--- src/rtl/vga_timing_analyzer.sv ---
`default_nettype none
// ============================================================================
// Module      : vga_timing_analyzer
// Description : Receive-side VGA timing analyzer on the pixel-clock domain.
//               Measures clocks per line, hsync width, lines per frame and
//               vsync width. Results are published once per frame together
//               with a frame_tick pulse. Lock is declared after LOCK_FRAMES
//               consecutive error-free frames that repeat the previous frame.
//
//               Optional pixel probe: define PIXEL_PROBE_EN to build a
//               column/row tracker that captures the pixel at
//               (probe_x, probe_y) once per frame. Without the macro,
//               probe_pix and probe_valid are tied to 0.
//
// Ports       : clk, reset (async, active-high)
//               hsync, vsync, rrggbb        - sampled video input
//               probe_x, probe_y            - probe coordinate (quasi-static)
//               h_total, h_sync_w           - clocks per line / hsync width
//               v_total, v_sync_w           - lines per frame / vsync width
//               locked, frame_tick          - lock status / frame-start pulse
//               probe_pix, probe_valid      - captured pixel / update pulse
// Parameters  : CNT_W (counter width), SYNC_ACT (sync active level),
//               LOCK_FRAMES (matching frames for lock, 1..7)
// Revision    : 1.0 - initial release
// ============================================================================
module vga_timing_analyzer #(
    parameter int CNT_W       = 11,
    parameter int SYNC_ACT    = 0,
    parameter int LOCK_FRAMES = 2
) (
    input  logic             clk,
    input  logic             reset,
    input  logic             hsync,
    input  logic             vsync,
    input  logic [5:0]       rrggbb,
    input  logic [CNT_W-1:0] probe_x,
    input  logic [CNT_W-1:0] probe_y,
    output logic [CNT_W-1:0] h_total,
    output logic [CNT_W-1:0] h_sync_w,
    output logic [CNT_W-1:0] v_total,
    output logic [CNT_W-1:0] v_sync_w,
    output logic             locked,
    output logic             frame_tick,
    output logic [5:0]       probe_pix,
    output logic             probe_valid
);

    localparam logic             c_act    = (SYNC_ACT != 0);
    localparam logic [CNT_W-1:0] c_one    = {{(CNT_W-1){1'b0}}, 1'b1};
    localparam logic [CNT_W-1:0] c_sat    = {CNT_W{1'b1}};
    localparam logic [2:0]       c_lock_n = 3'(LOCK_FRAMES);

    typedef enum logic [0:0] {
        ST_SEARCH = 1'b0,
        ST_LOCKED = 1'b1
    } state_t;

    function automatic logic [CNT_W-1:0] sat_inc(input logic [CNT_W-1:0] v);
        return (v == c_sat) ? v : v + c_one;
    endfunction

    // Input pipeline: *_q is the registered input, *_q2 one clock older.
    logic       hs_q, hs_q2, vs_q, vs_q2;
    logic [5:0] pix_q;

    logic [CNT_W-1:0] hcnt_q, hcnt_d, hswc_q, hswc_d, hsw_cap_q, hsw_cap_d;
    logic [CNT_W-1:0] line_len_q, line_len_d, vcnt_q, vcnt_d;
    logic [CNT_W-1:0] vswc_q, vswc_d, vsw_cap_q, vsw_cap_d;
    logic [CNT_W-1:0] h_total_q, h_total_d, h_sync_w_q, h_sync_w_d;
    logic [CNT_W-1:0] v_total_q, v_total_d, v_sync_w_q, v_sync_w_d;
    logic             first_line_q, first_line_d, ferr_q, ferr_d;
    logic             have_prev_q, have_prev_d, frame_tick_q, frame_tick_d;
    logic [2:0]       match_q, match_d;
    state_t           state_q, state_d;

    logic w_hs_act, w_hs_asrt, w_hs_deas, w_vs_act, w_vs_asrt, w_vs_deas;
    logic w_err, w_ferr_now, w_same;
    logic [CNT_W-1:0] w_line_new, w_vt_new;

    assign w_hs_act   = (hs_q == c_act);
    assign w_hs_asrt  = w_hs_act && (hs_q2 != c_act);
    assign w_hs_deas  = !w_hs_act && (hs_q2 == c_act);
    assign w_vs_act   = (vs_q == c_act);
    assign w_vs_asrt  = w_vs_act && (vs_q2 != c_act);
    assign w_vs_deas  = !w_vs_act && (vs_q2 == c_act);
    assign w_line_new = sat_inc(hcnt_q);
    // vcnt counts hsync edges after the one that opened the frame, so the
    // opening line is added back here.
    assign w_vt_new   = sat_inc(vcnt_q);

    always_comb begin
        hcnt_d       = hcnt_q;
        hswc_d       = hswc_q;
        hsw_cap_d    = hsw_cap_q;
        line_len_d   = line_len_q;
        vcnt_d       = vcnt_q;
        vswc_d       = vswc_q;
        vsw_cap_d    = vsw_cap_q;
        h_total_d    = h_total_q;
        h_sync_w_d   = h_sync_w_q;
        v_total_d    = v_total_q;
        v_sync_w_d   = v_sync_w_q;
        first_line_d = first_line_q;
        have_prev_d  = have_prev_q;
        match_d      = match_q;
        state_d      = state_q;
        frame_tick_d = 1'b0;
        w_err        = 1'b0;
        w_same       = 1'b0;

        // Horizontal measurement
        hcnt_d = w_hs_asrt ? '0 : sat_inc(hcnt_q);
        if (w_hs_asrt) begin
            hswc_d = c_one;
        end else if (w_hs_act) begin
            hswc_d = sat_inc(hswc_q);
        end
        if (w_hs_deas) begin
            hsw_cap_d = hswc_q;
            if (hswc_q == c_sat) w_err = 1'b1;
        end

        // Line end: processed before any coincident frame boundary so the
        // closing line belongs to the frame that is ending.
        if (w_hs_asrt) begin
            line_len_d   = w_line_new;
            first_line_d = 1'b0;
            if (w_line_new == c_sat) w_err = 1'b1;
            if (!first_line_q && (w_line_new != line_len_q)) w_err = 1'b1;
            vcnt_d = sat_inc(vcnt_q);
            if (w_vs_act) vswc_d = sat_inc(vswc_q);
        end
        if (w_vs_deas) begin
            vsw_cap_d = vswc_q;
            if (vswc_q == c_sat) w_err = 1'b1;
        end
        if (w_vs_asrt && (w_vt_new == c_sat)) w_err = 1'b1;

        w_ferr_now = ferr_q | w_err;
        ferr_d     = w_ferr_now;

        // Frame boundary: publish, compare, advance lock FSM
        if (w_vs_asrt) begin
            h_total_d  = line_len_d;
            h_sync_w_d = hsw_cap_d;
            v_total_d  = w_vt_new;
            v_sync_w_d = vsw_cap_d;
            w_same = have_prev_q && !w_ferr_now &&
                     (h_total_d == h_total_q) && (h_sync_w_d == h_sync_w_q) &&
                     (v_total_d == v_total_q) && (v_sync_w_d == v_sync_w_q);
            frame_tick_d = 1'b1;
            have_prev_d  = 1'b1;
            vcnt_d       = '0;
            vswc_d       = w_hs_asrt ? c_one : '0;
            first_line_d = 1'b1;
            ferr_d       = 1'b0;
            if (!w_same) begin
                state_d = ST_SEARCH;
                match_d = 3'd0;
            end else if (state_q == ST_SEARCH) begin
                match_d = match_q + 3'd1;
                if (match_d == c_lock_n) state_d = ST_LOCKED;
            end
        end
    end

    always_ff @(posedge clk or posedge reset) begin
        if (reset) begin
            hs_q <= 1'b0;  hs_q2 <= 1'b0;  vs_q <= 1'b0;  vs_q2 <= 1'b0;
            pix_q        <= '0;
            hcnt_q       <= '0;
            hswc_q       <= '0;
            hsw_cap_q    <= '0;
            line_len_q   <= '0;
            vcnt_q       <= '0;
            vswc_q       <= '0;
            vsw_cap_q    <= '0;
            h_total_q    <= '0;
            h_sync_w_q   <= '0;
            v_total_q    <= '0;
            v_sync_w_q   <= '0;
            first_line_q <= 1'b1;
            ferr_q       <= 1'b0;
            have_prev_q  <= 1'b0;
            frame_tick_q <= 1'b0;
            match_q      <= 3'd0;
            state_q      <= ST_SEARCH;
        end else begin
            hs_q <= hsync;  hs_q2 <= hs_q;  vs_q <= vsync;  vs_q2 <= vs_q;
            pix_q        <= rrggbb;
            hcnt_q       <= hcnt_d;
            hswc_q       <= hswc_d;
            hsw_cap_q    <= hsw_cap_d;
            line_len_q   <= line_len_d;
            vcnt_q       <= vcnt_d;
            vswc_q       <= vswc_d;
            vsw_cap_q    <= vsw_cap_d;
            h_total_q    <= h_total_d;
            h_sync_w_q   <= h_sync_w_d;
            v_total_q    <= v_total_d;
            v_sync_w_q   <= v_sync_w_d;
            first_line_q <= first_line_d;
            ferr_q       <= ferr_d;
            have_prev_q  <= have_prev_d;
            frame_tick_q <= frame_tick_d;
            match_q      <= match_d;
            state_q      <= state_d;
        end
    end

    assign h_total    = h_total_q;
    assign h_sync_w   = h_sync_w_q;
    assign v_total    = v_total_q;
    assign v_sync_w   = v_sync_w_q;
    assign frame_tick = frame_tick_q;
    assign locked     = (state_q == ST_LOCKED);

`ifdef PIXEL_PROBE_EN
    logic [CNT_W-1:0] x_q, x_d, y_q, y_d;
    logic             done_q, done_d, probe_valid_q, probe_valid_d;
    logic [5:0]       probe_pix_q, probe_pix_d;

    // x/y are aligned with pix_q: x == 0 is the pixel after the first
    // hsync-inactive pixel, y == 0 is the line where vsync deasserts.
    always_comb begin
        x_d           = w_hs_deas ? '0 : sat_inc(x_q);
        y_d           = y_q;
        done_d        = done_q;
        probe_pix_d   = probe_pix_q;
        probe_valid_d = 1'b0;
        if (w_vs_deas) begin
            y_d = '0;
        end else if (w_hs_asrt) begin
            y_d = sat_inc(y_q);
        end
        if (w_vs_asrt) begin
            done_d = 1'b0;
        end else if (!done_q && (x_q == probe_x) && (y_q == probe_y)) begin
            probe_pix_d   = pix_q;
            probe_valid_d = 1'b1;
            done_d        = 1'b1;
        end
    end

    always_ff @(posedge clk or posedge reset) begin
        if (reset) begin
            x_q           <= '0;
            y_q           <= '0;
            done_q        <= 1'b0;
            probe_pix_q   <= '0;
            probe_valid_q <= 1'b0;
        end else begin
            x_q           <= x_d;
            y_q           <= y_d;
            done_q        <= done_d;
            probe_pix_q   <= probe_pix_d;
            probe_valid_q <= probe_valid_d;
        end
    end

    assign probe_pix   = probe_pix_q;
    assign probe_valid = probe_valid_q;
`else
    logic unused_probe;
    assign unused_probe = ^{pix_q, probe_x, probe_y};
    assign probe_pix    = 6'd0;
    assign probe_valid  = 1'b0;
`endif

endmodule
`default_nettype wire

--- config.mk ---
export PLATFORM = sky130hd
export DESIGN_NAME = vga_timing_analyzer
export DESIGN_NICKNAME = d
export VERILOG_FILES = /design/src/rtl/vga_timing_analyzer.sv
export SDC_FILE = /design/constraint.sdc
export NUM_CORES = 1
export LEC_CHECK = 0
export ABC_AREA = 1
export BUFFER_PORTS_ARGS = -buffer_cell sky130_fd_sc_hd__buf_2
export CAP_MARGIN = 25
export CORE_UTILIZATION = 29
export DETAILED_ROUTE_END_ITERATION = 16
export GPL_ROUTABILITY_DRIVEN = 1
export SLEW_MARGIN = 20
export SYNTH_ARGS = -nofsm -noshare
export SYNTH_HDL_FRONTEND = slang
export SYNTH_SLANG_ARGS = --single-unit
--- constraint.sdc ---
create_clock -name clk -period 10.1 [get_ports clk]
set_clock_uncertainty 0.15 [all_clocks]
set_input_delay 0 -clock clk [delete_from_list [all_inputs] [get_ports clk]]
set_output_delay 0 -clock clk [all_outputs]
set_load 0.03 [all_outputs]
======== After elaboration in Yosys (flattened, before gate mapping) ========
Index checks and enable logic that the tools add are counted.
operators by class
  add/subtract/negate cells ............... 5
  equality and inequality tests ........... 17
  multiplexer cells ....................... 33
  bitwise operators ....................... 5
  reductions and logical operators ........ 17
operators with widths
  operator               number
  $mux 11                15
  $eq 11x11->1 const B   6
  $add 11x1->11 const B  4
  $eq 11x11->1           4
  $mux 1                 16
  $logic_and 1x1->1      11
  $ne 11x11->1           1
  $mux 3                 2
  $ne 2x2->1 const B     3
  $ne 2x1->1 const B     2
  $not 1->1              4
  $reduce_and 2->1       2
  $add 3x1->3 const B    1
  $eq 3x2->1 const B     1
  $reduce_and 3->1       1
  $logic_not 1->1        2
  $reduce_bool 2->1      1
  $or 1x1->1             1
word-level totals
  bits in registers ....................... 133
  output and inout bits ................... 53
  word-level logic and storage cells ...... 98

======== Depth between registers and ports, before layout ========
  word-level depth ........................ 18
  depth in mapped cells ................... 19
  mapped depth without buffers ............ 18

======== Least setup slack after synthesis ========
No wires, ideal clock.
  path type ............................... reg2reg
  start point ............................. reg vcnt_q[0]
  end point ............................... reg match_q[1]
  library setup time ...................... 66 ps
  data arrival time ....................... 2018 ps
  required time ........................... 9884 ps
  setup slack ............................. 7866 ps
  stages on the path, launching flop included .. 18
  path buffers ............................ 0
  period minus slack after synthesis ...... 2234 ps
  path through ............................ dfrtp_1 > ha_1 > nand2_1 > nor2_2 > nand3_1 > inv_1 > or2_2 > nand2_1 > inv_1 > nand3_1 > nor2_1 > nor2_1 > nand2_2 > a21oi_4 > nand3_2 > nand2_2 > nand3_1 > nand2_1
between the ends
  word-level cells in the longest chain between the ends .. 14
  elaborated cells on any way between the ends .. 17
  classes of those cells .................. add/sub: 1; eq/ne: 4; mux: 3; bitwise: 1; reduce/logical: 8
RTL lines
  what                                           line  text
  start, declared                                67    logic [CNT_W-1:0] line_len_q, line_len_d, vcnt_q, vcnt_d;
  start signal, assigned                         195   vcnt_q <= vcnt_d;
  $add 11x1->11 or $eq 11x11->1 (tied branches)  59    return (v == c_sat) ? v : v + c_one;
  $mux 11 (*)                                    n/a
  $eq 11x11->1                                   137   if (w_vs_asrt && (w_vt_new == c_sat)) w_err = 1'b1;
  $logic_and 1x1->1                              137
  $mux 1                                         137
  $or 1x1->1                                     139   w_ferr_now = ferr_q | w_err;
  $logic_not 1->1                                148   w_same = have_prev_q && !w_ferr_now &&
  $logic_and 1x1->1 (2 in series)                148
  $logic_and 1x1->1                              149   (h_total_d == h_total_q) && (h_sync_w_d == h_sync_w_q) &&
  $logic_and 1x1->1 (*)                          149
  $logic_and 1x1->1 (*)                          150   (v_total_d == v_total_q) && (v_sync_w_d == v_sync_w_q);
  $ne 2x2->1 (no line)                           n/a
  $reduce_and 2->1 (no line)                     n/a
  end signal, assigned                           206   match_q <= match_d;
  end, declared                                  73    logic [2:0] match_q, match_d;
Mark *: on every way between the ends. The rest lies on a longest branch, timed or not.
A chain may end at the register's enable or synchronous reset.

======== Worst setup path in the final report ========
Ends and elaborated chain as after synthesis.

==> results.txt <==
After detailed placement, the design holds a cell count of 1266. For the final routed database, the setup TNS stands at 0 ns. The number of synthesis warnings was 0; the area share of the leading cell type in the synthesized netlist was 0.470. The fraction of the mapped netlist area in compound gates was 0.0843; the sequential fraction of the synthesis area was 0.474. The maximum level of the CTS H-tree was 4; the first-pass GRT wire length was 27.4 mm. The initial antenna violation count came out at 0.

The detailed router placed 5863 vias in this run. The starting density of the core is 0.297, and the number of slew-limit violations in the final report is 0. The simple-gate area share of the yosys netlist is 0.305, and the area share of fa/ha/maj cells after synthesis is 0.0107. The run finished with clean final reports. The total power density per cell area is 189 mW/mm², and the total clock buffers created by CTS is 17. The first TritonRoute pass finished after 4 iterations. The share of synthesized area spent on multiplexers is 0. The horizontal extent of the die came out at 158 µm. The tools report the row count as 56. The relative slew slack was 0.484. The library cell used as clock root buffer is sky130_fd_sc_hd__clkbuf_16. TritonCTS built the clock tree. The tool flagged a number of max-cap violations equal to 0. For this design the top-level I/O count stands at 85.

The logs give 0.119 mV for the largest voltage drop on the vdd net and 1301 for the number of standard cells in the final layout excluding fillers. The share of final-layout standard cells stronger than drive strength 1 was 0.128; the layout-stage area growth over the synthesis result was 17.1%. After clock tree synthesis, the clock-pin slew on the worst setup and hold paths is 0.06 ns. Detailed placement finished with a half-perimeter wire length of 11.4 mm. Counting cells, the worst reg-to-reg path comes to 17.

Number of routed nets with antenna violations: 0. The number of global-route vias before repair came out at 5477. Each instance of the synthesized netlist takes up on average 7.64 µm². The logs give 0.142 for the total global routing track utilization and 75 for the maximum number of pins on one net before global-route repair.

Gates resized during post-CTS repair numbered 0. Ranked by total cell area, the synthesized netlist is headed by sky130_fd_sc_hd__dfrtp_1 (47%), sky130_fd_sc_hd__nand2_1 (15%), sky130_fd_sc_hd__inv_1 (6.3%). Setup repair after global routing left no endpoint under its margin.

The required time of the critical path is 10.31 ns, and the static leakage power is 4.08 nW. XOR/XNOR share of the synthesized area: 0.0349. Critical path start-end classification: reg -> reg.

At the later pin of the worst-skew pair, clock insertion delay measures 0.42 ns. Port buffering added 49 buffers. Dividing the detail-routed via count by the number of cells gives 4.51.

The number of setup buffers added after CTS is 0. The measured slew at the worst slew-check pin was 0.772 ns. The tools report the gate count of the mapped netlist as 919.

The routed design could run at a clock period as short as 3.02 ns. In this run the deepest clock path goes through 2 buffers. Summing every instance area after synthesis gives 0.00702 mm².

Setup violations remaining at the end of the flow were counted as 0. The iteration-0 DRC count of the detailed router came out at 352. The type of the most critical hold path was in -> async.

After synthesis, the netlist uses 40 different library cells. The run gives 0 as the number of hold violations in the final report. The tools report the critical path capture point type as a flop.

After synthesis the netlist holds a flip-flop and latch count of 133. The kind of launch point of the worst setup path is a flop. The die covers 0.0248 mm². CTS saw 133 sinks. By area, the combinational part of the netlist is dominated by simple AND/OR/NAND/NOR gates.

The remaining design rule violation count was 0; the upper clock frequency limit was 0.331 GHz. The die is 158 µm tall. Of all nets on the critical path, the largest fanout is 11. The final weighted congestion of routability-driven global placement came out at 0.816. sky130_fd_sc_hd__dfrtp_1 takes more of the synthesized area than any other cell.

For the worst setup path, the data arrival time is 3.23 ns. The tools report the routed wire length as 16.5 mm. The net count of the finished layout is 1008.

The overflow left after global routing is 0. Final worst-path cycle share: 0.299. The tools report the core area as 0.0236 mm².

The number of antenna diodes in the final layout is 0. Dividing the detail-routed wire length by the instance count gives 12.7 µm.
==> metrics by stage <==
stage	power [mW]	setup WS, ns	area [µm²]	util	hold slack (ns)
2_1_floorplan	0.839	6.40	7050	-	-0.119
3_3_place_gp	0.910	7.12	7550	0.320	-0.0430
3_5_place_dp	0.913	7.11	7550	0.320	-0.0402
4_1_cts	1.57	7.12	8190	0.347	0.0570
5_1_grt	1.64	6.84	8220	0.348	0.0580
6_report	1.55	7.08	8220	0.348	0.0373
==> final timing paths <==
check / from / end / slack, ns
max: vcnt_q[0] / match_q[1] / 7.08
max reg2reg: vcnt_q[0] / match_q[1] / 7.08
min in group clk: vsync / vs_q / 0.07
min reg2reg: first_line_q / first_line_q / 0.32
min: reset / vcnt_q[5] / 0.04
max in group asynchronous: reset / first_line_q / 8.60
==> routing by layer <==
layer | vias to the layer above | routed length, µm | GRT usage
li1 | 3007 | - | -
met2 | 93 | 7650 | 0.226
met4 | 0 | 161 | 0.0430
met5 | - | 0 | 0
met1 | 2748 | 8020 | 0.190
met3 | 15 | 648 | 0.0350
==> cell type report <==
| type | instances | area, µm² |
|---|---|---|
| Timing Repair Buffer | 56 | 325 |
| Multi-Input combinational cell | 639 | 3090 |
| Clock buffer | 21 | 460 |
| Fill cell | 2482 | 15400 |
| Clock inverter | 10 | 154 |
| Tap cell | 319 | 399 |
| Sequential cell | 133 | 3330 |
| Inverter | 123 | 467 |
==> sequential cells by signal, summed over array words and instances (netlist names), 3 cells and up <==
signal,count
h_sync_w,11
h_total,11
hcnt_q,11
hsw_cap_q,11
hswc_q,11
line_len_q,11
match_q,3
v_sync_w,11
v_total,11
vcnt_q,11
vsw_cap_q,11
vswc_q,11
==> critical path: stages, from the launching register on <==
cell	delay (ns)
sky130_fd_sc_hd__dfrtp_1	0.43
sky130_fd_sc_hd__ha_1	0.27
sky130_fd_sc_hd__nand2_1	0.13
sky130_fd_sc_hd__nor2_2	0.08
sky130_fd_sc_hd__nand3_1	0.37
sky130_fd_sc_hd__inv_1	0.10
sky130_fd_sc_hd__or2_2	0.28
sky130_fd_sc_hd__nand2_1	0.12
sky130_fd_sc_hd__inv_1	0.07
sky130_fd_sc_hd__nand2_1	0.06
sky130_fd_sc_hd__nand3b_1	0.09
sky130_fd_sc_hd__nor2_1	0.15
sky130_fd_sc_hd__nand3_1	0.11
sky130_fd_sc_hd__nor2_2	0.20
sky130_fd_sc_hd__nand3_2	0.11
sky130_fd_sc_hd__nand2_2	0.09
sky130_fd_sc_hd__nand3_1	0.09
sky130_fd_sc_hd__nand2_1	0.06
==> synthesized netlist by cell type (all sizes together) <==
| cell | count |
|---|---|
| o21bai | 2 |
| a21oi | 19 |
| o31ai | 1 |
| and2 | 2 |
| nand2 | 295 |
| nand3 | 88 |
| xnor2 | 6 |
| o21ai | 67 |
| nor2 | 69 |
| o22ai | 9 |
| nor3b | 1 |
| nor4 | 2 |
| inv | 123 |
| dfrtp | 132 |
| conb | 1 |
| nor3 | 18 |
| xor2 | 22 |
| or2 | 3 |
| dfstp | 1 |
| nand3b | 4 |
| a31oi | 3 |
| clkbuf | 13 |
| buf | 17 |
| nand4 | 10 |
| ha | 6 |
| a211oi | 1 |
| o211ai | 1 |
| o21a | 3 |
==> cells in the final DEF (no fill, tap or decap), drive strengths merged, types with 6 or more instances in the layout <==
| cell | netlist | final |
|---|---|---|
| buf | 17 | 53 |
| o21ai | 67 | 67 |
| nand3 | 88 | 88 |
| xnor2 | 6 | 6 |
| o22ai | 9 | 9 |
| dfrtp | 132 | 132 |
| nand4 | 10 | 10 |
| conb | 1 | 7 |
| ha | 6 | 6 |
| clkinv | 0 | 6 |
| inv | 123 | 123 |
| clkbuf | 13 | 21 |
| nor3 | 18 | 18 |
| nand2 | 295 | 295 |
| nor2 | 69 | 69 |
| xor2 | 22 | 22 |
| a21oi | 19 | 19 |
==> what timing repair did <==
action / 4_1_cts / 5_1_grt
hold buffers: 3 / 0
hold endpoints to repair: 61 / 0
endpoints found under the setup margin: 0 / 0
==> report_power, final <==
| part | internal, mW | switching (mW) |
|---|---|---|
| clock | 0.423 | 0.230 |
| combinational | 0.0889 | 0.189 |
| sequential | 0.583 | 0.0412 |
| total | 1.09 | 0.460 |
==> cells by family after synthesis <==
group / count (synthesis)
AO/OA/AOI/OAI: 106
AND/OR/NAND/NOR: 492
adder cells (fa/ha/maj): 6
XOR/XNOR: 28
flip-flops: 133
buffers and inverters: 153
other: 1
(Power assumes the default switching activity.)
